`src/rtl/datapath_pipe.sv`:
```
// Two-stage register-file datapath: stage 1 captures operands and control,
// stage 2 computes the ALU result, registers flags and writes back.
// Stage-1 ALU output is forwarded to an op issuing behind a writing op.
module datapath_pipe #(
  parameter int unsigned WIDTH = 32,
  parameter int unsigned NREGS = 4,
  localparam int unsigned AW = $clog2(NREGS)
) (
  input  logic             clk,
  input  logic             rst,
  input  logic             ld_en,
  input  logic [AW-1:0]    ld_addr,
  input  logic [WIDTH-1:0] ld_data,
  input  logic             in_valid,
  input  logic [AW-1:0]    addr1,
  input  logic [AW-1:0]    addr2,
  input  logic [AW-1:0]    addr3,
  input  logic             wr,
  input  logic [2:0]       alu,
  output logic [WIDTH-1:0] result,
  output logic             out_valid,
  output logic             cout,
  output logic             zero,
  output logic             ovf
);

  localparam int unsigned SW = $clog2(WIDTH);

  logic [WIDTH-1:0] regs_q [NREGS];

  logic             s1_valid_q;
  logic             s1_wr_q;
  logic [2:0]       s1_alu_q;
  logic [AW-1:0]    s1_addr3_q;
  logic [WIDTH-1:0] s1_a_q, s1_b_q;

  logic [WIDTH-1:0] result_q;
  logic             out_valid_q, cout_q, zero_q, ovf_q;

  logic [WIDTH-1:0] alu_res;
  logic             alu_c, alu_v;
  logic [WIDTH:0]   sum_w;
  logic [WIDTH-1:0] diff_w;
  logic             lt_w;
  logic [WIDTH-1:0] op_a, op_b;
  logic             fwd_ok;

  // Stage-2 ALU: result, carry and signed overflow from the stage-1 operands.
  always_comb begin
    alu_res = '0;
    alu_c   = 1'b0;
    alu_v   = 1'b0;
    sum_w   = {1'b0, s1_a_q} + {1'b0, s1_b_q};
    diff_w  = s1_a_q - s1_b_q;
    lt_w    = $signed(s1_a_q) < $signed(s1_b_q);
    case (s1_alu_q)
      3'b000: begin
        alu_res = sum_w[WIDTH-1:0];
        alu_c   = sum_w[WIDTH];
        alu_v   = (s1_a_q[WIDTH-1] == s1_b_q[WIDTH-1]) &&
                  (sum_w[WIDTH-1] != s1_a_q[WIDTH-1]);
      end
      3'b001: begin
        alu_res = diff_w;
        alu_c   = (s1_a_q >= s1_b_q);  // no-borrow convention
        alu_v   = (s1_a_q[WIDTH-1] != s1_b_q[WIDTH-1]) &&
                  (diff_w[WIDTH-1] != s1_a_q[WIDTH-1]);
      end
      3'b010: alu_res = s1_a_q & s1_b_q;
      3'b011: alu_res = s1_a_q | s1_b_q;
      3'b100: alu_res = s1_a_q ^ s1_b_q;
      3'b101: alu_res = {{(WIDTH-1){1'b0}}, lt_w};
      3'b110: alu_res = s1_a_q << s1_b_q[SW-1:0];
      default: alu_res = s1_a_q;
    endcase
  end

  // Operand read with forwarding from a writing op still in stage 1.
  always_comb begin
    fwd_ok = s1_valid_q && s1_wr_q;
    op_a   = regs_q[addr1];
    op_b   = regs_q[addr2];
    if (fwd_ok && (s1_addr3_q == addr1)) op_a = alu_res;
    if (fwd_ok && (s1_addr3_q == addr2)) op_b = alu_res;
  end

  // Stage-1 capture of operands and control.
  always_ff @(posedge clk or posedge rst) begin
    if (rst) begin
      s1_valid_q <= 1'b0;
      s1_wr_q    <= 1'b0;
      s1_alu_q   <= '0;
      s1_addr3_q <= '0;
      s1_a_q     <= '0;
      s1_b_q     <= '0;
    end else begin
      s1_valid_q <= in_valid;
      if (in_valid) begin
        s1_wr_q    <= wr;
        s1_alu_q   <= alu;
        s1_addr3_q <= addr3;
        s1_a_q     <= op_a;
        s1_b_q     <= op_b;
      end
    end
  end

  // Stage-2 result/flag registers; hold when no valid op completes.
  always_ff @(posedge clk or posedge rst) begin
    if (rst) begin
      result_q    <= '0;
      out_valid_q <= 1'b0;
      cout_q      <= 1'b0;
      zero_q      <= 1'b0;
      ovf_q       <= 1'b0;
    end else begin
      out_valid_q <= s1_valid_q;
      if (s1_valid_q) begin
        result_q <= alu_res;
        cout_q   <= alu_c;
        zero_q   <= (alu_res == '0);
        ovf_q    <= alu_v;
      end
    end
  end

  // Register file: external load, then ALU writeback (later assignment wins).
  always_ff @(posedge clk or posedge rst) begin
    if (rst) begin
      for (int i = 0; i < NREGS; i++) regs_q[i] <= '0;
    end else begin
      if (ld_en) regs_q[ld_addr] <= ld_data;
      if (s1_valid_q && s1_wr_q) regs_q[s1_addr3_q] <= alu_res;
    end
  end

  assign result    = result_q;
  assign out_valid = out_valid_q;
  assign cout      = cout_q;
  assign zero      = zero_q;
  assign ovf       = ovf_q;

endmodule

```
`config.mk`:
```
export PLATFORM = sky130hd
export DESIGN_NAME = datapath_pipe
export DESIGN_NICKNAME = d
export VERILOG_FILES = /design/src/rtl/datapath_pipe.sv
export SDC_FILE = /design/constraint.sdc
export NUM_CORES = 1
export LEC_CHECK = 0
export CAP_MARGIN = 20
export CELL_PAD_IN_SITES_DETAIL_PLACEMENT = 1
export CELL_PAD_IN_SITES_GLOBAL_PLACEMENT = 2
export CORE_ASPECT_RATIO = 1.1
export CORE_MARGIN = 4
export CORE_UTILIZATION = 43
export DETAILED_ROUTE_END_ITERATION = 16
export PLACE_DENSITY_LB_ADDON = 0.1
export RECOVER_POWER = 50
export SLEW_MARGIN = 40
export SYNTH_ARGS = -nofsm -noshare
export SYNTH_HDL_FRONTEND = slang
export SYNTH_SLANG_ARGS = --single-unit
```
`constraint.sdc`:
```
create_clock -name clk -period 17.45 [get_ports clk]
set_input_delay 5.235 -clock clk [delete_from_list [all_inputs] [get_ports clk]]
set_output_delay 5.235 -clock clk [all_outputs]
set_load 0.01 [all_outputs]
```
Word-level counts from Yosys, hierarchy flattened
Cells that the tools add are included.
Word-level totals
  register bits: 235
  word-level logic and storage cells: 73
  output and inout port bits: 36
  input bits: 48
Operators by class
  reduce and logical (&&, ||, !) cells: 9
  bitwise gates (word level): 7
  eq/ne operators: 12
  add/subtract/negate cells: 2
  shifts and indexed selects: 1
  muxes and demuxes: 19
  $lt $le $gt $ge: 8
Operator list (count)
  $bwmux W128: 2
  $mux W128: 2
  $mux W32: 8
  $pmux W32 S7: 1
  $bmux W32 S2: 2
  $demux W32 S2: 2
  $add A32 B32 Y33: 1
  $and A32 B32 Y32: 1
  $ge A32 B32 Y1: 1
  $logic_not A32 Y1: 1
  $lt A32 B32 Y1: 1
  $or A32 B32 Y32: 1
  $shl A32 B5 Y32: 1
  $sub A32 B32 Y32: 1
  $xor A32 B32 Y32: 1
  $ge A3 B3 Y1 const B: 4
  $not A2 Y3: 4
  $eq A3 B3 Y1 const B: 3
  $logic_and A1 B1 Y1: 7
  $eq A3 B2 Y1 const B: 2
  $lt A3 B1 Y1 const B: 2
  $eq A2 B2 Y1: 2
  $pmux W1 S2: 2
  $eq A3 B1 Y1 const B: 1
  3 further kinds: 5

Longest topological paths before layout
Gate-level depths: netlist (run 1).
  depth in word-level cells: 9
  depth in mapped cells: 18
  gate-level depth less buffers: 14

Worst setup path after synthesis (run 1)
Ideal clock, no wire load.
  path type: input to register
  from: input addr1[0]
  to: register s1_a_q[7]
  setup time: 135 ps
  slack: 10455 ps
  required time: 17315 ps
  path buffers: 2
  stages on the path: 7
  arrival time: 6860 ps
  cells stage by stage: clkbuf_1 buf_1 mux4_2 nand2_1 o21ai_0 nand2_1 o21ai_0
Between the ends
  cells in the longest elaborated chain, start to end: 5
  elaborated cells between the ends (all ways): 7
  those cells by class: 1 x eq/ne; 4 x mux; 1 x bitwise; 1 x reduce/logical
Ends and longest elaborated chain
  start: declaration: RTL line 15  | input logic [AW-1:0] addr1,
  $not A2 Y3 (implied by the code): RTL line 81  | op_a = regs_q[addr1];
  $bmux W32 S2: RTL line 81
  $mux W32 (implied by the code) (2 in a row): RTL line 81
  $mux W32 (*): RTL line 83  | if (fwd_ok && (s1_addr3_q == addr1)) op_a = alu_res;
  end signal: assignment: RTL line 102  | s1_a_q <= op_a;
  end: declaration: RTL line 35  | logic [WIDTH-1:0] s1_a_q, s1_b_q;
Mark *: on every way between the ends. The rest lies on a longest branch, timed or not. The select of a mux whose other input is x is not followed.
A chain may end at the register's enable or synchronous reset.

==> results of run 1 <==
[stage by stage]
step                      util, %  cell area [µm²]  power [mW]
after floorplan                 -            20100        2.54
after global placement       46.6            21400        3.45
after detailed placement     46.8            21500        3.53
after CTS                    48.7            22400        4.13
after global routing         48.4            22300        4.38
final                        48.4            22300        4.16
[report_power, final]
part	total, mW	internal, mW	switching, mW
clock	0.572	0.343	0.229
combinational	2.59	0.956	1.63
sequential	1.00	0.747	0.258
total	4.16	2.05	2.12
[flip-flops by register name (all words and copies together), names as in the netlist]
signal and count:
ovf 1, regs_q 128, s1_alu_q 3, zero 1, s1_valid_q 1, s1_addr3_q 2
s1_a_q 32, cout 1, s1_wr_q 1, out_valid 1, result 32, s1_b_q 32
[kinds of logic after synthesis]
logic type / Yosys count
buffers and inverters: 278
XOR/XNOR: 29
adder cells (fa/ha/maj): 116
multiplexers: 338
AND/OR/NAND/NOR: 602
AO/OA/AOI/OAI: 669
flip-flops: 235
[synthesized netlist by cell type, types with 25 or more instances]
| master | count | area, µm² |
|---|---|---|
| sky130_fd_sc_hd__buf_1 | 25 | 93.8 |
| sky130_fd_sc_hd__inv_1 | 102 | 383 |
| sky130_fd_sc_hd__o21ai_0 | 133 | 666 |
| sky130_fd_sc_hd__mux4_2 | 84 | 1890 |
| sky130_fd_sc_hd__nand3_1 | 30 | 150 |
| sky130_fd_sc_hd__mux2_2 | 62 | 698 |
| sky130_fd_sc_hd__a21oi_1 | 285 | 1430 |
| sky130_fd_sc_hd__nor2b_1 | 28 | 175 |
| sky130_fd_sc_hd__nor3_1 | 34 | 170 |
| sky130_fd_sc_hd__ha_1 | 114 | 1430 |
| sky130_fd_sc_hd__dfrtp_1 | 235 | 5880 |
| sky130_fd_sc_hd__a211oi_1 | 38 | 285 |
| sky130_fd_sc_hd__mux2i_1 | 183 | 1830 |
| sky130_fd_sc_hd__clkbuf_1 | 126 | 473 |
| sky130_fd_sc_hd__nor2_1 | 238 | 893 |
| sky130_fd_sc_hd__nand2_1 | 170 | 638 |
[cell type report]
type / instances / area share [%]
multi-input cells: 1754 / 59.4
well taps: 588 / 3.30
clock buffers: 35 / 3.20
flip-flops and latches: 235 / 26.4
clock inverters: 9 / 0.669
inverters: 107 / 1.81
repair buffers: 137 / 5.21
[metal layers]
| metal | share of wire (%) | GRT usage [%] | up-vias |
|---|---|---|---|
| li1 | - | - | 8316 |
| met1 | 42 | 44.4 | 9764 |
| met2 | 46 | 52.6 | 767 |
| met3 | 6.3 | 4.16 | 232 |
| met4 | 5.8 | 15.6 | 0 |
| met5 | 0 | 0 | - |
[cell usage in the layout (no fill, tap or decap), drive strengths merged, types with 10 or more instances in the layout]
| master | instances |
|---|---|
| a211oi | 38 |
| a21o | 11 |
| a21oi | 286 |
| a221oi | 14 |
| a31oi | 23 |
| and2 | 11 |
| and3 | 10 |
| buf | 43 |
| clkbuf | 51 |
| clkdlybuf4s50 | 73 |
| dfrtp | 235 |
| ha | 114 |
| inv | 105 |
| mux2 | 65 |
| mux2i | 184 |
| mux4 | 89 |
| nand2 | 170 |
| nand3 | 30 |
| nand4 | 11 |
| nor2 | 238 |
| nor2b | 28 |
| nor3 | 34 |
| nor4 | 17 |
| o211ai | 12 |
| o21a | 11 |
| o21ai | 138 |
| o22ai | 12 |
| o31ai | 23 |
| xnor2 | 22 |
[worst paths after layout]
| path | cells past startpoint | to | start | slack, ns |
|---|---|---|---|---|
| setup / recovery | 2 | regs_q[25] | rst | 7.68 |
| hold / removal | 1 | result[6] | result[6] | 0.50 |
| setup reg to reg | 15 | zero | s1_b_q[0] | 10.15 |
| hold reg to reg | 1 | result[6] | result[6] | 0.50 |
| max in group clk | 3 | s1_b_q[27] | in_valid | 7.80 |
| min in group asynchronous | 2 | regs_q[8] | rst | 7.01 |
==> impl_table.tex, run 1 <==
\begin{tabular}{lr}
\hline
Metric & Value \\
\hline
\multicolumn{2}{l}{\textbf{Placement}} \\
\quad Port Buf Inserts & 83 \\
\quad Worst slack after detailed placement & 10.10 ns \\
\quad Estimated wirelength of the detail-placed design & 62100 µm \\
\quad RD Place Congestion & 0.986 \\
\quad Total instance count after detailed placement & 2821 \\
\multicolumn{2}{l}{\textbf{Logic synthesis}} \\
\quad Main combinational cell family by area after synthesis & multiplexers \\
\quad Proportion of synthesized flip-flops having asynchronous set or reset & 100\% \\
\quad Most common flop cell mapped by yosys & sky130\_fd\_sc\_hd\_\_dfrtp\_1 \\
\quad Xor and xnor area share after synthesis & 1.26\% \\
\quad Cell count after synthesis & 2267 \\
\quad Number of register bits inferred by synthesis & 235 \\
\quad Number of unique standard cell types used by synthesis & 87 \\
\quad Post-Syn Nets & 2431 \\
\quad Yosys warning total & 0 \\
\quad Proportion of synthesized area in mux cells & 22.9\% \\
\quad Number of flops mapped to enable cells by yosys & 0 \\
\quad Post-Synth Simple-Gate Area & 13.6\% \\
\quad Fraction of the mapped netlist area in compound gates & 20.3\% \\
\quad Share of synthesized cell area in full adder, half adder and majority cells & 7.28\% \\
\quad Sequential area share after synthesis & 29.2\% \\
\quad Mean area per synthesized cell & 8.88 µm² \\
\quad Post-Synthesis Cell Area & 20100 µm² \\
\multicolumn{2}{l}{\textbf{Pwr}} \\
\quad Max VDD drop & 0.109 mV \\
\quad Cell area power density & 187 nW/µm² \\
\quad Pleak & 9.85 nW \\
\multicolumn{2}{l}{\textbf{Die}} \\
\quad Number of standard-cell rows in the floorplan & 82 \\
\quad Std-Cell Core Area & 46000 µm² \\
\quad Die H & 235 µm \\
\quad Width of the die & 214 µm \\
\quad Starting density of the core & 43.8\% \\
\quad Full die area & 50400 µm² \\
\quad Number of top-level design ports & 84 \\
\multicolumn{2}{l}{\textbf{Detailed routing}} \\
\quad DR pass1 iterations & 5 \\
\quad Via density per instance & 6.66 \\
\quad DRT Wirelength & 85800 µm \\
\quad Routed wirelength normalized by instance count & 29.9 µm \\
\quad Total via count in the routed design & 19100 \\
\quad Initial DRC Count & 1783 \\
\quad Total DRC errors in the routed layout & 0 \\
\quad Count of antenna-violating nets left after detailed routing & 0 \\
\multicolumn{2}{l}{\textbf{Critical path}} \\
\quad Buf/Inv on CP & 2 \\
\quad Family with the most delay on the worst path & buffers and inverters \\
\quad Slowest-stage cell, CP & sky130\_fd\_sc\_hd\_\_clkinvlp\_2 \\
\quad Endpoint class of the critical path & async pin \\
\quad Critical path start-end classification & input port to async pin \\
\quad Worst path max stage delay & 3.32 ns \\
\quad Top fanout value on the critical path & 131 \\
\quad Startpoint types & input port \\
\quad Worst Path Arrival & 9.27 ns \\
\quad Required time of the critical path & 16.96 ns \\
\quad Critical path, cell by cell & dlygate4sd3\_1 -> clkinvlp\_2 \\
\multicolumn{2}{l}{\textbf{Clock tree}} \\
\quad Clock tree from TritonCTS & yes \\
\quad Clock root cell & sky130\_fd\_sc\_hd\_\_clkbuf\_16 \\
\quad Number of buffers inserted by post-CTS setup repair & 0 \\
\quad Deepest clock path buffer count & 3 \\
\quad CTS Hold Bufs & 0 \\
\quad H-Tree Depth & 1 \\
\quad Clock buffers created by TritonCTS & 25 \\
\quad Count of instances resized after the clock tree is built & 0 \\
\quad Clk Latency, worst-skew pair & 0.54 ns \\
\quad Reg clk slew, reported paths & 0.06 ns \\
\quad Clock Sinks & 235 \\
\multicolumn{2}{l}{\textbf{Timing}} \\
\quad Final hold slack & 0.504 ns \\
\quad Final critical-path required period & 9.77 ns \\
\quad Final worst path period share & 56.0\% \\
\quad RSZ-0062 raised after global routing & false \\
\quad Slew @ Worst Pin & 6.07 ns \\
\quad Worst clock skew & 0.0161 ns \\
\quad Upper clock frequency limit & 0.102 GHz \\
\quad Setup violators final & 0 \\
\quad Max-slew violation count & 403 \\
\quad Final hold viol count & 0 \\
\quad Setup\_tns & 0 ns \\
\quad Worst slew margin & -307\% \\
\quad Worst path setup slack after routing & 7.68 ns \\
\multicolumn{2}{l}{\textbf{Layout}} \\
\quad Net count, final & 2424 \\
\quad Layout overhead on the synthesized area & 10.6\% \\
\quad Fill count & 5366 \\
\quad Final cell count without fillers & 2865 \\
\quad Layout cells sized above 1 & 11.5\% \\
\quad Area of combinational cells with multiple inputs & 13200 µm² \\
\quad Area occupied by registers & 5880 µm² \\
\quad Number of diodes added for antenna fixing & 0 \\
\multicolumn{2}{l}{\textbf{Hold path}} \\
\quad Worst min-delay path class & flip-flop to flip-flop \\
\multicolumn{2}{l}{\textbf{Flow run}} \\
\quad Max\_cap viols & 8 \\
\multicolumn{2}{l}{\textbf{Global route}} \\
\quad Number of antenna violations at the first check in global routing & 1 \\
\quad Largest net degree at the start of global routing & 132 \\
\quad Via count of the first global-routing pass & 19600 \\
\quad Global-route wire length before repair & 129000 µm \\
\quad All-layer global routing usage & 32.9\% \\
\quad Total global routing overflow & 0 \\
\multicolumn{2}{l}{\textbf{Outcome}} \\
\quad Run status & complete, but fails checks \\
\quad Violated checks & capacitance limit, slew limit \\
\hline
\end{tabular}
Power figures use the tool's default switching activity.
==> run 2, diff against run 1 <==
--- a/config.mk
+++ b/config.mk
@@ -10,7 +10,7 @@
 export CELL_PAD_IN_SITES_GLOBAL_PLACEMENT = 2
 export CORE_ASPECT_RATIO = 1.1
 export CORE_MARGIN = 4
-export CORE_UTILIZATION = 43
+export CORE_UTILIZATION = 40
 export DETAILED_ROUTE_END_ITERATION = 16
 export PLACE_DENSITY_LB_ADDON = 0.1
 export RECOVER_POWER = 50
==> constraint.sdc (replaced) <==
create_clock -name clk -period 9.96 [get_ports clk]
set_input_delay 2.988 -clock clk [delete_from_list [all_inputs] [get_ports clk]]
set_output_delay 2.988 -clock clk [all_outputs]
set_load 0.01 [all_outputs]
==> run 2 against run 1 <==
Net effect: the flow still finishes with violations (capacitance limit, slew limit); critical path depth grew 12; cell area grew 0.90%; sequential share of layout area shrank 0.22 points; utilization shrank 2.9 points; register-to-register slack lost 7.5 ns; non-clock buffer count shrank 1; power grew 78%; first-iteration DRC count grew 1.7%; die area grew 7.2%; largest power group unchanged.
==> impl_table.tex, run 2 (synthesized netlist as in run 1, its figures left out) <==
\begin{tabular}{lr}
\hline
Metric & Value \\
\hline
\multicolumn{2}{l}{\textbf{Critical path}} \\
\quad Buf/Inv on CP & 3 (was 2) \\
\quad Critical path start-end classification & flip-flop to flip-flop (was input port to async pin) \\
\quad Worst reg2reg endpoint & zero (unchanged) \\
\quad Critical path, cell by cell & clkbuf\_1 -> clkinv\_1 -> ha\_1 -> inv\_1 -> mux4\_2 -> nor2\_1 -> o32ai\_1 -> a31oi\_1 -> or4bb\_1 -> a2111o\_1 -> nor4\_2 -> nand4b\_1 -> nor4\_2 -> a41o\_1 (was dlygate4sd3\_1 -> clkinvlp\_2) \\
\quad Flop2flop setup slack & 2.67 ns (was 10.15 ns) \\
\quad Family with the most delay on the worst path & buffers and inverters (unchanged) \\
\quad Top cell by count, worst path & sky130\_fd\_sc\_hd\_\_nor4\_2 \\
\quad Endpoint class of the critical path & flip-flop (was async pin) \\
\quad Startpoint types & flip-flop (was input port) \\
\quad Critical path launch point & s1\_b\_q[0] (was rst) \\
\quad Reg-to-reg critical path startpoint & s1\_b\_q[0] (unchanged) \\
\quad Worst path max stage delay & 1.82 ns (was 3.32 ns) \\
\quad Last element of the critical path & zero (was regs\_q[25]) \\
\quad Reg2reg path depth & 14 (was 15) \\
\quad Critical Path Stages & 14 (was 2) \\
\quad Required time of the critical path & 10.45 ns (was 16.96 ns) \\
\quad Slowest-stage cell, CP & sky130\_fd\_sc\_hd\_\_clkbuf\_1 (was sky130\_fd\_sc\_hd\_\_clkinvlp\_2) \\
\quad Worst Path Arrival & 7.78 ns (was 9.27 ns) \\
\quad Top fanout value on the critical path & 36 (was 131) \\
\multicolumn{2}{l}{\textbf{Die}} \\
\quad Starting density of the core & 40.8\% (was 43.8\%) \\
\quad Number of top-level design ports & 84 (unchanged) \\
\quad Width of the die & 222 µm (was 214 µm) \\
\quad Std-Cell Core Area & 49300 µm² (was 46000 µm²) \\
\quad Number of standard-cell rows in the floorplan & 85 (was 82) \\
\quad Die H & 243 µm (was 235 µm) \\
\quad Full die area & 54000 µm² (was 50400 µm²) \\
\multicolumn{2}{l}{\textbf{Layout}} \\
\quad Area of combinational cells with multiple inputs & 13300 µm² (was 13200 µm²) \\
\quad Area occupied by registers & 5890 µm² (was 5880 µm²) \\
\quad Most frequent standard cell in the layout excluding fill and tap cells & sky130\_fd\_sc\_hd\_\_a21oi\_1 (unchanged) \\
\quad Largest register by flop count & regs\_q (unchanged) \\
\quad Most used cells in the layout excluding fill and tap cells & 285 x sky130\_fd\_sc\_hd\_\_a21oi\_1, 237 x sky130\_fd\_sc\_hd\_\_nor2\_1, 231 x sky130\_fd\_sc\_hd\_\_dfrtp\_1 (was 285 x sky130\_fd\_sc\_hd\_\_a21oi\_1, 238 x sky130\_fd\_sc\_hd\_\_nor2\_1, 233 x sky130\_fd\_sc\_hd\_\_dfrtp\_1) \\
\quad Layout cells sized above 1 & 12.5\% (was 11.5\%) \\
\quad Final non-filler cell area & 22500 µm² (was 22300 µm²) \\
\quad Max reg flops & 128 (unchanged) \\
\quad Number of diodes added for antenna fixing & 0 (unchanged) \\
\quad Layout overhead on the synthesized area & 11.6\% (was 10.6\%) \\
\quad Fill count & 5738 (was 5366) \\
\quad Post-route core utilization & 45.5\% (was 48.4\%) \\
\quad Net count, final & 2425 (was 2424) \\
\multicolumn{2}{l}{\textbf{Timing}} \\
\quad Slew @ Worst Pin & 5.08 ns (was 6.07 ns) \\
\quad RSZ-0062 raised after global routing & false (unchanged) \\
\quad Worst clock skew & 0.0418 ns (was 0.0161 ns) \\
\quad Worst slew margin & -241\% (was -307\%) \\
\quad Final worst path period share & 73.2\% \\
\quad Final critical-path required period & 7.29 ns \\
\quad Upper clock frequency limit & 0.137 GHz \\
\quad Setup violators final & 0 (unchanged) \\
\quad Setup\_tns & 0 ns (unchanged) \\
\quad Worst path setup slack after routing & 2.67 ns (was 7.68 ns) \\
\quad Final hold viol count & 0 (unchanged) \\
\quad Max-slew violation count & 240 (was 403) \\
\quad Final hold slack & 0.507 ns (was 0.504 ns) \\
\multicolumn{2}{l}{\textbf{Detailed routing}} \\
\quad DRT Wirelength & 88900 µm (was 85800 µm) \\
\quad Total via count in the routed design & 19100 (about the same) \\
\quad Initial DRC Count & 1814 (was 1783) \\
\quad Count of antenna-violating nets left after detailed routing & 0 (unchanged) \\
\quad Via density per instance & 6.51 (was 6.66) \\
\quad Routed wirelength normalized by instance count & 30.3 µm (was 29.9 µm) \\
\quad Total DRC errors in the routed layout & 0 (unchanged) \\
\quad DR pass1 iterations & 6 (was 5) \\
\multicolumn{2}{l}{\textbf{Global route}} \\
\quad Number of antenna violations at the first check in global routing & 2 (was 1) \\
\quad Largest net degree at the start of global routing & 106 (was 132) \\
\quad All-layer global routing usage & 31.9\% (was 32.9\%) \\
\quad Total global routing overflow & 0 (unchanged) \\
\quad Via count of the first global-routing pass & 19500 (was 19600) \\
\quad Global-route wire length before repair & 132000 µm (was 129000 µm) \\
\multicolumn{2}{l}{\textbf{Clock tree}} \\
\quad Deepest clock path buffer count & 3 (unchanged) \\
\quad Clock root cell & sky130\_fd\_sc\_hd\_\_clkbuf\_16 (unchanged) \\
\quad Clk Latency, worst-skew pair & 0.58 ns (was 0.54 ns) \\
\quad Clock buffers created by TritonCTS & 27 (was 25) \\
\quad CTS Hold Bufs & 0 (unchanged) \\
\quad H-Tree Depth & 1 (unchanged) \\
\quad Number of buffers inserted by post-CTS setup repair & 0 (unchanged) \\
\quad Clock tree from TritonCTS & yes (unchanged) \\
\quad Clock Sinks & 235 (unchanged) \\
\quad Count of instances resized after the clock tree is built & 0 (unchanged) \\
\quad Reg clk slew, reported paths & 0.06 ns (about the same) \\
\multicolumn{2}{l}{\textbf{Pwr}} \\
\quad Cell area power density & 330 nW/µm² (was 187 nW/µm²) \\
\quad Max VDD drop & 0.201 mV (was 0.109 mV) \\
\quad Part of the total power dissipated in combinational logic & 62.5\% (was 62.1\%) \\
\quad Share of power burned in registers & 23.4\% (was 24.1\%) \\
\quad Pleak & 9.90 nW (was 9.85 nW) \\
\quad Switching Share & 51.2\% (was 50.9\%) \\
\quad NetSw & 3.80 mW (was 2.12 mW) \\
\quad Internal power component & 3.62 mW (was 2.05 mW) \\
\quad Clock network fraction of design power & 14.1\% (was 13.8\%) \\
\multicolumn{2}{l}{\textbf{Placement}} \\
\quad Worst slack after detailed placement & 4.33 ns (was 10.10 ns) \\
\quad Estimated wirelength of the detail-placed design & 64200 µm (was 62100 µm) \\
\quad Placed Area & 21600 µm² (was 21500 µm²) \\
\quad Port Buf Inserts & 83 (unchanged) \\
\quad RD Place Congestion & 0.967 (was 0.986) \\
\multicolumn{2}{l}{\textbf{Outcome}} \\
\quad Violated checks & capacitance limit, slew limit (unchanged) \\
\quad Run status & complete, but fails checks (unchanged) \\
\multicolumn{2}{l}{\textbf{Hold path}} \\
\quad Worst min-delay path class & flip-flop to flip-flop (unchanged) \\
\multicolumn{2}{l}{\textbf{Flow run}} \\
\quad Max\_cap viols & 5 (was 8) \\
\hline
\end{tabular}
==> run 2: power groups by stage <==
stage          Combinational (mW)  Sequential, mW  Clock (mW)
2_1_floorplan                2.86            1.59           0
3_3_place_gp                 4.45            1.70           0
3_5_place_dp                 4.52            1.73           0
4_1_cts                      4.56            1.72        1.06
5_1_grt                      4.92            1.78        1.11
6_report                     4.64            1.74        1.04
==> run 2: how the worst min path moves through the flow <==
| stage | depth (start not counted) | startpoint | endpoint |
|---|---|---|---|
| 5_1_grt | 1 | result[3] | result[3] |
| 2_1_floorplan | 0 | s1_valid_q | out_valid |
| 6_report | 1 | result[12] | result[12] |
| 4_1_cts | 1 | result[12] | result[12] |
| 3_5_place_dp | 1 | result[12] | result[12] |
| 3_3_place_gp | 1 | result[12] | result[12] |
==> run 2: metrics by stage <==
stage / instances / total power, mW
after floorplan: 2267 / 4.45
after global placement: 2883 / 6.15
after detailed placement: 2884 / 6.26
after CTS: 2933 / 7.33
after global routing: 2933 / 7.81
final: 2933 / 7.42
==> run 2: final cells by class <==
type | instances | area share [%]
multi-input combinational | 1754 | 59.0
sequential | 235 | 26.2
timing repair buffer | 136 | 5.31
tap | 652 | 3.63
clock buffer | 41 | 3.60
inverter | 107 | 1.79
clock inverter | 8 | 0.451
==> run 2: routing by layer <==
metal  GRT usage [%]  up-vias  part of all wire (%)
met5               0        -                 0.015
met3            4.37      182                   6.7
met1            42.9     9828                    42
li1                -     8293                     -
met4            12.8        2                   4.6
met2            52.2      782                    47
==> run 3, diff against run 2 <==
==> constraint.sdc (replaced) <==
create_clock -name clk -period 7.2 [get_ports clk]
set_input_delay 2.16 -clock clk [delete_from_list [all_inputs] [get_ports clk]]
set_output_delay 2.16 -clock clk [all_outputs]
set_load 0.01 [all_outputs]
==> run 3 against run 2 <==
Net effect: the flow still finishes with violations (capacitance limit, slew limit); non-clock buffer count increased by 9; wire length increased by 5.0%; cell area increased by 0.61%; via count increased by 0.30%; utilization increased by 0.28 points; die area unchanged; clock skew decreased by 0.028 ns; highest routed layer unchanged.
==> impl_table.tex, run 3 (synthesized netlist as in run 1, its figures left out) <==
\begin{tabular}{lr}
\hline
Metric & Value \\
\hline
\multicolumn{2}{l}{\textbf{Critical path}} \\
\quad Flop2flop setup slack & 1.41 ns (was 2.67 ns) \\
\quad Reg2reg path depth & 14 (unchanged) \\
\quad Top fanout value on the critical path & 29 (was 36) \\
\quad Endpoint class of the critical path & flip-flop (unchanged) \\
\quad Startpoint types & flip-flop (unchanged) \\
\quad Critical path start-end classification & flip-flop to flip-flop (unchanged) \\
\quad Required time of the critical path & 7.72 ns (was 10.45 ns) \\
\quad Reg-to-reg critical path startpoint & s1\_b\_q[3] (was s1\_b\_q[0]) \\
\quad Worst reg2reg endpoint & zero (unchanged) \\
\quad Worst Path Arrival & 6.31 ns (was 7.78 ns) \\
\multicolumn{2}{l}{\textbf{Placement}} \\
\quad Estimated wirelength of the detail-placed design & 68100 µm (was 64200 µm) \\
\quad Worst slack after detailed placement & 1.71 ns (was 4.33 ns) \\
\quad Port Buf Inserts & 83 (unchanged) \\
\quad Placed Area & 21700 µm² (was 21600 µm²) \\
\quad RD Place Congestion & 0.996 (was 0.967) \\
\quad Total instance count after detailed placement & 2892 (was 2884) \\
\multicolumn{2}{l}{\textbf{Clock tree}} \\
\quad Clock tree from TritonCTS & yes (unchanged) \\
\quad Clk Latency, worst-skew pair & 0.58 ns (about the same) \\
\quad CTS Hold Bufs & 0 (unchanged) \\
\quad Count of instances resized after the clock tree is built & 0 (unchanged) \\
\quad Reg clk slew, reported paths & 0.06 ns (about the same) \\
\quad Deepest clock path buffer count & 3 (unchanged) \\
\quad Clock Sinks & 235 (unchanged) \\
\quad Clock buffers created by TritonCTS & 29 (was 27) \\
\quad Number of buffers inserted by post-CTS setup repair & 0 (unchanged) \\
\quad H-Tree Depth & 1 (unchanged) \\
\quad Clock root cell & sky130\_fd\_sc\_hd\_\_clkbuf\_16 (unchanged) \\
\multicolumn{2}{l}{\textbf{Timing}} \\
\quad Worst clock skew & 0.0137 ns (was 0.0418 ns) \\
\quad Max-slew violation count & 446 (was 240) \\
\quad Setup\_tns & 0 ns (unchanged) \\
\quad Final hold viol count & 0 (unchanged) \\
\quad Setup violators final & 0 (unchanged) \\
\quad Final worst path period share & 80.4\% (was 73.2\%) \\
\quad Worst path setup slack after routing & 1.41 ns (was 2.67 ns) \\
\quad Slew @ Worst Pin & 3.72 ns (was 5.08 ns) \\
\quad RSZ-0062 raised after global routing & false (unchanged) \\
\quad Worst slew margin & -148\% (was -241\%) \\
\quad Final hold slack & 0.507 ns (about the same) \\
\quad Upper clock frequency limit & 0.173 GHz (was 0.137 GHz) \\
\quad Final critical-path required period & 5.79 ns (was 7.29 ns) \\
\multicolumn{2}{l}{\textbf{Global route}} \\
\quad Number of antenna violations at the first check in global routing & 2 (unchanged) \\
\quad Total global routing overflow & 0 (unchanged) \\
\quad Via count of the first global-routing pass & 19600 (was 19500) \\
\quad All-layer global routing usage & 33.5\% (was 31.9\%) \\
\quad Largest net degree at the start of global routing & 98 (was 106) \\
\quad Global-route wire length before repair & 138000 µm (was 132000 µm) \\
\multicolumn{2}{l}{\textbf{Detailed routing}} \\
\quad DR pass1 iterations & 5 (was 6) \\
\quad Count of antenna-violating nets left after detailed routing & 0 (unchanged) \\
\quad DRT Wirelength & 93400 µm (was 88900 µm) \\
\quad Total via count in the routed design & 19100 (about the same) \\
\quad Via density per instance & 6.50 (was 6.51) \\
\quad Routed wirelength normalized by instance count & 31.7 µm (was 30.3 µm) \\
\quad Initial DRC Count & 1765 (was 1814) \\
\quad Total DRC errors in the routed layout & 0 (unchanged) \\
\multicolumn{2}{l}{\textbf{Layout}} \\
\quad Final cell count without fillers & 2945 (was 2933) \\
\quad Most used cells in the layout excluding fill and tap cells & 285 x sky130\_fd\_sc\_hd\_\_a21oi\_1, 237 x sky130\_fd\_sc\_hd\_\_nor2\_1, 231 x sky130\_fd\_sc\_hd\_\_dfrtp\_1 (unchanged) \\
\quad Largest register by flop count & regs\_q (unchanged) \\
\quad Layout cells sized above 1 & 12.8\% (was 12.5\%) \\
\quad Final non-filler cell area & 22600 µm² (was 22500 µm²) \\
\quad Post-route core utilization & 45.8\% (was 45.5\%) \\
\quad Net count, final & 2436 (was 2425) \\
\quad Most frequent standard cell in the layout excluding fill and tap cells & sky130\_fd\_sc\_hd\_\_a21oi\_1 (unchanged) \\
\quad Number of diodes added for antenna fixing & 0 (unchanged) \\
\quad Max reg flops & 128 (unchanged) \\
\quad Layout overhead on the synthesized area & 12.2\% (was 11.6\%) \\
\multicolumn{2}{l}{\textbf{Die}} \\
\quad Width of the die & 222 µm (unchanged) \\
\quad Full die area & 54000 µm² (unchanged) \\
\quad Std-Cell Core Area & 49300 µm² (unchanged) \\
\quad Die H & 243 µm (unchanged) \\
\quad Number of top-level design ports & 84 (unchanged) \\
\quad Starting density of the core & 40.8\% (unchanged) \\
\quad Number of standard-cell rows in the floorplan & 85 (unchanged) \\
\multicolumn{2}{l}{\textbf{Hold path}} \\
\quad Worst Min Path Start & result[14] (was result[12]) \\
\quad Worst min-delay path class & flip-flop to flip-flop (unchanged) \\
\quad WHS Path Cells & 1 (unchanged) \\
\quad Endpoint of the worst hold-timing path & result[14] (was result[12]) \\
\multicolumn{2}{l}{\textbf{Outcome}} \\
\quad Run status & complete, but fails checks (unchanged) \\
\quad Violated checks & capacitance limit, slew limit (unchanged) \\
\multicolumn{2}{l}{\textbf{Flow run}} \\
\quad Max\_cap viols & 9 (was 5) \\
\multicolumn{2}{l}{\textbf{Pwr}} \\
\quad Pleak & 9.95 nW (was 9.90 nW) \\
\quad Max VDD drop & 0.198 mV (was 0.201 mV) \\
\quad Total power after layout & 10.4 mW (was 7.42 mW) \\
\quad Cell area power density & 458 nW/µm² (was 330 nW/µm²) \\
\hline
\end{tabular}
[run 3: cell types whose count changed in the layout (fill, tap and decap cells not counted), moves of 2 or more]
cell / previous run / this run
sky130_fd_sc_hd__clkbuf_1: 12 / 18
sky130_fd_sc_hd__buf_4: 46 / 49
sky130_fd_sc_hd__clkinv_2: 3 / 0
sky130_fd_sc_hd__nor4_1: 15 / 12
sky130_fd_sc_hd__nor4_2: 2 / 5
sky130_fd_sc_hd__clkbuf_16: 27 / 29
sky130_fd_sc_hd__clkbuf_2: 0 / 2
sky130_fd_sc_hd__clkbuf_8: 9 / 7
sky130_fd_sc_hd__clkinvlp_4: 0 / 2
sky130_fd_sc_hd__o21ai_0: 133 / 131
sky130_fd_sc_hd__o21ai_1: 5 / 7
[run 3: cell type report]
cell class	instances	area, µm²
clock buffers	45	856
fillers	5722	26700
well taps	652	816
multi-input cells	1754	13300
flip-flops and latches	235	5890
repair buffers	145	1250
clock inverters	7	123
inverters	107	403
[run 3: power breakdown]
group          switching [mW]  leakage, nW  internal (mW)  total, mW
sequential              0.604         2.73           1.81       2.41
clock                   0.607        0.470          0.918       1.53
combinational            4.05         6.75           2.37       6.42
total                    5.26         9.95           5.09       10.4
[run 3: worst max-delay path by stage]
| stage | startpoint | to | slack (ns) | depth (start not counted) |
|---|---|---|---|---|
| final | s1_b_q[3] | zero | 1.41 | 14 |
| after global routing | rst | s1_a_q[12] | 0.82 | 4 |
| after CTS | s1_b_q[3] | zero | 1.69 | 14 |
| after detailed placement | s1_b_q[3] | zero | 1.71 | 14 |
| after global placement | s1_b_q[3] | zero | 1.70 | 13 |
| after floorplan | rst | cout | 1.96 | 1 |
[run 3: layer usage]
layer / share of wire, % / track usage (%) / vias up
met5: 0.014 / 0 / -
met4: 5.6 / 15.0 / 2
met3: 6.7 / 5.15 / 221
met2: 45 / 53.6 / 758
met1: 42 / 45.3 / 9837
li1: - / - / 8326
[run 3: critical path, cell delays in order, from the launching register on]
cell	delay, ns
sky130_fd_sc_hd__dfrtp_1	0.32
sky130_fd_sc_hd__buf_4	0.33
sky130_fd_sc_hd__inv_1	0.37
sky130_fd_sc_hd__ha_1	0.58
sky130_fd_sc_hd__and2_1	0.27
sky130_fd_sc_hd__a221oi_1	0.52
sky130_fd_sc_hd__and2_1	0.25
sky130_fd_sc_hd__o21ai_1	0.20
sky130_fd_sc_hd__a211oi_1	0.80
sky130_fd_sc_hd__nor2_1	0.24
sky130_fd_sc_hd__a311oi_1	0.42
sky130_fd_sc_hd__mux2_2	0.37
sky130_fd_sc_hd__o32a_1	0.48
sky130_fd_sc_hd__nor4_2	0.34
sky130_fd_sc_hd__a41o_1	0.21
==> edit 1 (flow settings as in run 2) <==
The output `out_valid` loses its register stage (`out_valid_q` becomes a continuous assignment).
--- a/src/rtl/datapath_pipe.sv
+++ b/src/rtl/datapath_pipe.sv
@@ -111,3 +111,2 @@
       result_q    <= '0;
-      out_valid_q <= 1'b0;
       cout_q      <= 1'b0;
@@ -116,3 +115,2 @@
     end else begin
-      out_valid_q <= s1_valid_q;
       if (s1_valid_q) begin
@@ -125,2 +123,4 @@
   end
+
+  assign out_valid_q = s1_valid_q;
 
Formal check against the unedited RTL: not equivalent (Yosys sat finds a counterexample within 4 cycles, from zero or initial values and one cycle with rst high).
==> edit 1 against run 2 <==
- the run still ends with capacitance limit, slew limit left
- utilization up 0.086 points
- global-route usage about the same
- sequential share of layout area down 0.17 points
- routed wire length down 0.71%
- design area up 0.19%
- power down 0.28%
- via count down 0.48%
- sequential cell count down 1
- synthesized area down 0.12%
- count of clock-buffer cells in the layout down 2
- clock power up 4%
- worst setup slack better by 0.34 ns
- critical path type unchanged
==> edit 1: results <==
setup_path:
  r2r_start: "s1_alu_q[0]"
  crit_fanout: 35
  crit_family: "simple AND/OR/NAND/NOR gates"
  rr_worst_depth: 13
  cpPeakStageDelay_ns: 1.54
power:
  max-vdd-ir-drop_mv: 0.154
  p_leak_nw: 9.92
logic_synthesis:
  synth_compound_area_share_pct: 20.3
  synth_xor_area_share_pct: 1.26
  ys_top_cells_by_area: "dfrtp_1 29%, mux4_2 9.4%, mux2i_1 9.1%, a21oi_1 7.1%, ha_1 7.1%"
  ys.flop_type: "dfrtp_1"
  synth_mux_area_share_pct: 23.0
  synth_common_cells: "285 x a21oi_1, 238 x nor2_1, 234 x dfrtp_1"
  synth-adder-area-share_pct: 7.29
  ys_seq_area_share_pct: 29.1
global_route:
  grt_max_degree: 112
  grt_pass1_wl_mm: 132
  grt_usage_pct: 31.8
run_status:
  violations: "capacitance limit, slew limit"
  status: "finished with violations"
finish:
  finish.net_count: 2426
  nFillCells: 5672
  layout-drive-gt1-share_pct: 12.4
detailed_routing:
  first_iter_violations: 1783
  num_vias: 19000
  dr.pass1.iters: 5
  wl_mm: 88.3
timing:
  max_slew_margin_pct: -40.2
  maxSlewViolCount: 94
  finalClockSkew_ns: 0.0231
min_path:
  hold_depth: 1
placed_design:
  post-place-ws_ns: 4.43
  port_buffers: 83
  dp_hpwl_mm: 64.1
  place_congestion: 1.00
clock_tree:
  clkTransAtPathRegs_ns: 0.06
  cts_made_buffers: 29
job:
  drv_cap: 3
[edit 1: how the worst max path moves through the flow]
stage | start | endpoint | slack (ns)
floorplan | rst | cout | 0.55
CTS | s1_b_q[3] | zero | 4.54
finish | s1_alu_q[0] | zero | 3.01
detailed placement | addr2[0] | s1_b_q[5] | 4.43
global route | s1_alu_q[0] | zero | 2.94
global placement | addr1[0] | s1_a_q[6] | 4.38
[edit 1: kinds of logic after synthesis]
kind of cell / Yosys count
AO/OA/AOI/OAI: 669
AND/OR/NAND/NOR: 602
multiplexers: 338
buffers and inverters: 278
flip-flops: 234
adder cells (fa/ha/maj): 116
XOR/XNOR: 29
[edit 1: area by class of cell]
type | instances | share of cell area, %
multi-input cells | 1754 | 58.9
flip-flops and latches | 234 | 26.0
repair buffers | 136 | 5.32
well taps | 652 | 3.62
clock buffers | 39 | 3.52
inverters | 107 | 1.84
clock inverters | 9 | 0.712
diodes | 2 | 0.0222
[edit 1: metrics by stage]
step / area, um2 / hold slack, ns / total power, mW / std cells
finish: 22500 / 0.508 / 7.40 / 2933
detailed placement: 21600 / 0.498 / 6.20 / 2883
global route: 22500 / 0.522 / 7.83 / 2931
floorplan: 20100 / 0.476 / 4.44 / 2266
global placement: 21500 / 0.488 / 6.10 / 2880
CTS: 22500 / 0.514 / 7.32 / 2931
[edit 1: metal layers]
metal	up-vias	global-route usage [%]	wire length, um
met5	-	0	13
met4	2	14.9	4980
met2	771	50.0	39800
li1	8315	-	-
met3	225	5.11	6040
met1	9683	43.3	37400
[edit 1: power by group]
| part | internal, mW | switching [mW] | total, mW |
|---|---|---|---|
| Sequential | 1.30 | 0.445 | 1.75 |
| Clock | 0.657 | 0.425 | 1.08 |
| Combinational | 1.70 | 2.87 | 4.57 |
| Total | 3.66 | 3.74 | 7.40 |
==> edit 2 (config.mk and constraints of run 2) <==
Made on the original files. Set the parameter `WIDTH` to 16 (it was 32).
--- a/src/rtl/datapath_pipe.sv
+++ b/src/rtl/datapath_pipe.sv
@@ -4,3 +4,3 @@
 module datapath_pipe #(
-  parameter int unsigned WIDTH = 32,
+  parameter int unsigned WIDTH = 16,
   parameter int unsigned NREGS = 4,
Interface: changed (resized ld_data and result); port bits go from 84 to 52. No check against the original RTL was run, so the function may have changed too.
==> edit 2 against run 2 <==
- the flow still finishes with violations (capacitance limit, slew limit)
- non-clock buffer count shrank 60
- power shrank 55%
- design area decreased by 50%
- synthesized area down 51%
- global-route usage is 6.5 points lower
- sequential cell count is 112 lower
- worst setup slack better by 1.4 ns
- synthesized cell count is 53% lower
- hold slack lost 0.0083 ns
- routed wire length shrank 62%
- critical path type is now in2async
==> edit 2: results <==
run_status:
  status: "finished with violations"
  violations: "capacitance limit, slew limit"
global_route:
  use_met2_pct: 43.5
  grtUsageMet3_pct: 2.85
  grt_usage_pct: 25.3
  grt_pass1_vias: 8635
  grt_pass1_wl_mm: 52.8
  antenna_found_initial: 0
  grt_max_degree: 74
  met1_usage_pct: 34.6
logic_synthesis:
  ys.warnings.count: 0
  ys_async_sr_fraction_pct: 100
  ys_top_cells_by_area: "dfrtp_1 31%, mux2i_1 10%, mux4_2 8.5%, ha_1 7.4%, a21oi_1 6.3%"
  synth_cell_types: 83
  ys.flop_type: "dfrtp_1"
  synth-adder-area-share_pct: 7.80
  synth_xor_area_share_pct: 1.34
  synth_compound_area_share_pct: 19.0
  ys_seq_area_share_pct: 31.4
  synth_mux_area_share_pct: 22.1
  synth_nets: 1156
  synth_common_cells: "123 x a21oi_1, 123 x dfrtp_1, 116 x nor2_1"
detailed_routing:
  first_iter_violations: 544
  via_per_inst: 5.99
  avgRoutedWirePerCell_um: 23.9
  dr.pass1.iters: 5
job:
  drv_cap: 3
power:
  max-vdd-ir-drop_mv: 0.125
  p_leak_nw: 5.01
finish:
  diodes: 0
  layout-drive-gt1-share_pct: 12.1
  top_register: "regs_q"
  largest_reg_flops: 64
  nFillCells: 2784
placed_design:
  port_buffers: 51
  dpl_cell_area_um2: 10600
  post-place-ws_ns: 4.75
  place_congestion: 0.867
  dp_hpwl_mm: 24.1
clock_tree:
  cts-root-buf: "clkbuf_16"
  clkLatencyLatePin_ns: 0.43
  cts_resized: 0
  cts_buffer_depth: 2
  clkTransAtPathRegs_ns: 0.06
  cts_made_buffers: 17
  post_cts_buffers: 0
  htree_levels: 4
timing:
  maxSlewViolCount: 167
  finalClockSkew_ns: 0.00926
  worst_slew_pin_slew_ns: 3.40
setup_path:
  crit_fanout: 72
  cpPeakStageDelay_ns: 1.90
  cpMaxStageDelayCell: "clkinvlp_2"
## edit 2: cell count changes after synthesis, moves of 22 or more
cell | before | now
a21oi_1 | 285 | 123
nor2_1 | 238 | 116
dfrtp_1 | 235 | 123
nand2_1 | 170 | 76
mux2i_1 | 183 | 100
o21ai_0 | 133 | 50
clkbuf_1 | 126 | 53
ha_1 | 114 | 58
inv_1 | 102 | 49
mux4_2 | 84 | 37
mux2_2 | 62 | 28
a211oi_1 | 38 | 16
## edit 2: layer usage
metal	vias up	share of wire (%)
li1	3924	-
met1	4274	46
met2	157	50
met3	37	2.8
met4	0	1.5
met5	-	0
## edit 2: final timing paths
path	startpoint	endpoint	slack, ns	cells after the start
worst max-delay path	rst	regs_q[7]	4.11	3
worst min-delay path	result[2]	result[2]	0.50	1
worst max register to register	s1_b_q[2]	zero	4.82	11
worst min register to register	result[2]	result[2]	0.50	1
max in group clk	in_valid	s1_b_q[0]	4.46	4
min in group asynchronous	rst	regs_q[18]	4.00	2
## edit 2: logic make-up after synthesis
kind of cell / count (synthesis)
xor gates and xnor gates: 15
DFF: 123
adders and majority gates: 60
and+or+nand+nor: 278
buffers and inverters: 128
AOI/OAI and AO/OA: 293
muxes: 167
## edit 2: final cells by class
| cell class | count | area (um2) | area share (%) |
|---|---|---|---|
| Inverter | 51 | 193 | 1.72 |
| Clock inverter | 11 | 193 | 1.72 |
| Multi-Input combinational cell | 813 | 6240 | 55.8 |
| Timing Repair Buffer | 76 | 658 | 5.88 |
| Clock buffer | 21 | 450 | 4.02 |
| Tap cell | 305 | 382 | 3.41 |
| Sequential cell | 123 | 3080 | 27.5 |
## edit 2: where the power goes
group / internal (mW) / total [mW] / switching, mW
sequential: 0.676 / 0.883 / 0.207
clock: 0.450 / 0.682 / 0.232
combinational: 0.731 / 1.76 / 1.02
## edit 2: worst register-to-register path, cell delays in order (launching register included)
cell	delay, ns
dfrtp_1	0.83
clkinv_1	0.52
ha_1	0.54
or2_0	0.27
a211o_1	0.32
a2111oi_0	0.69
o21ba_2	0.30
mux2i_1	0.13
o32a_4	0.46
or4b_1	0.46
or4_1	0.42
o22ai_2	0.12
## edit 2: per-stage QoR
step | util, % | std cells
floorplan | - | 1064
global placement | 44.1 | 1365
detailed placement | 44.3 | 1367
CTS | 46.9 | 1399
global route | 46.8 | 1400
finish | 46.8 | 1400
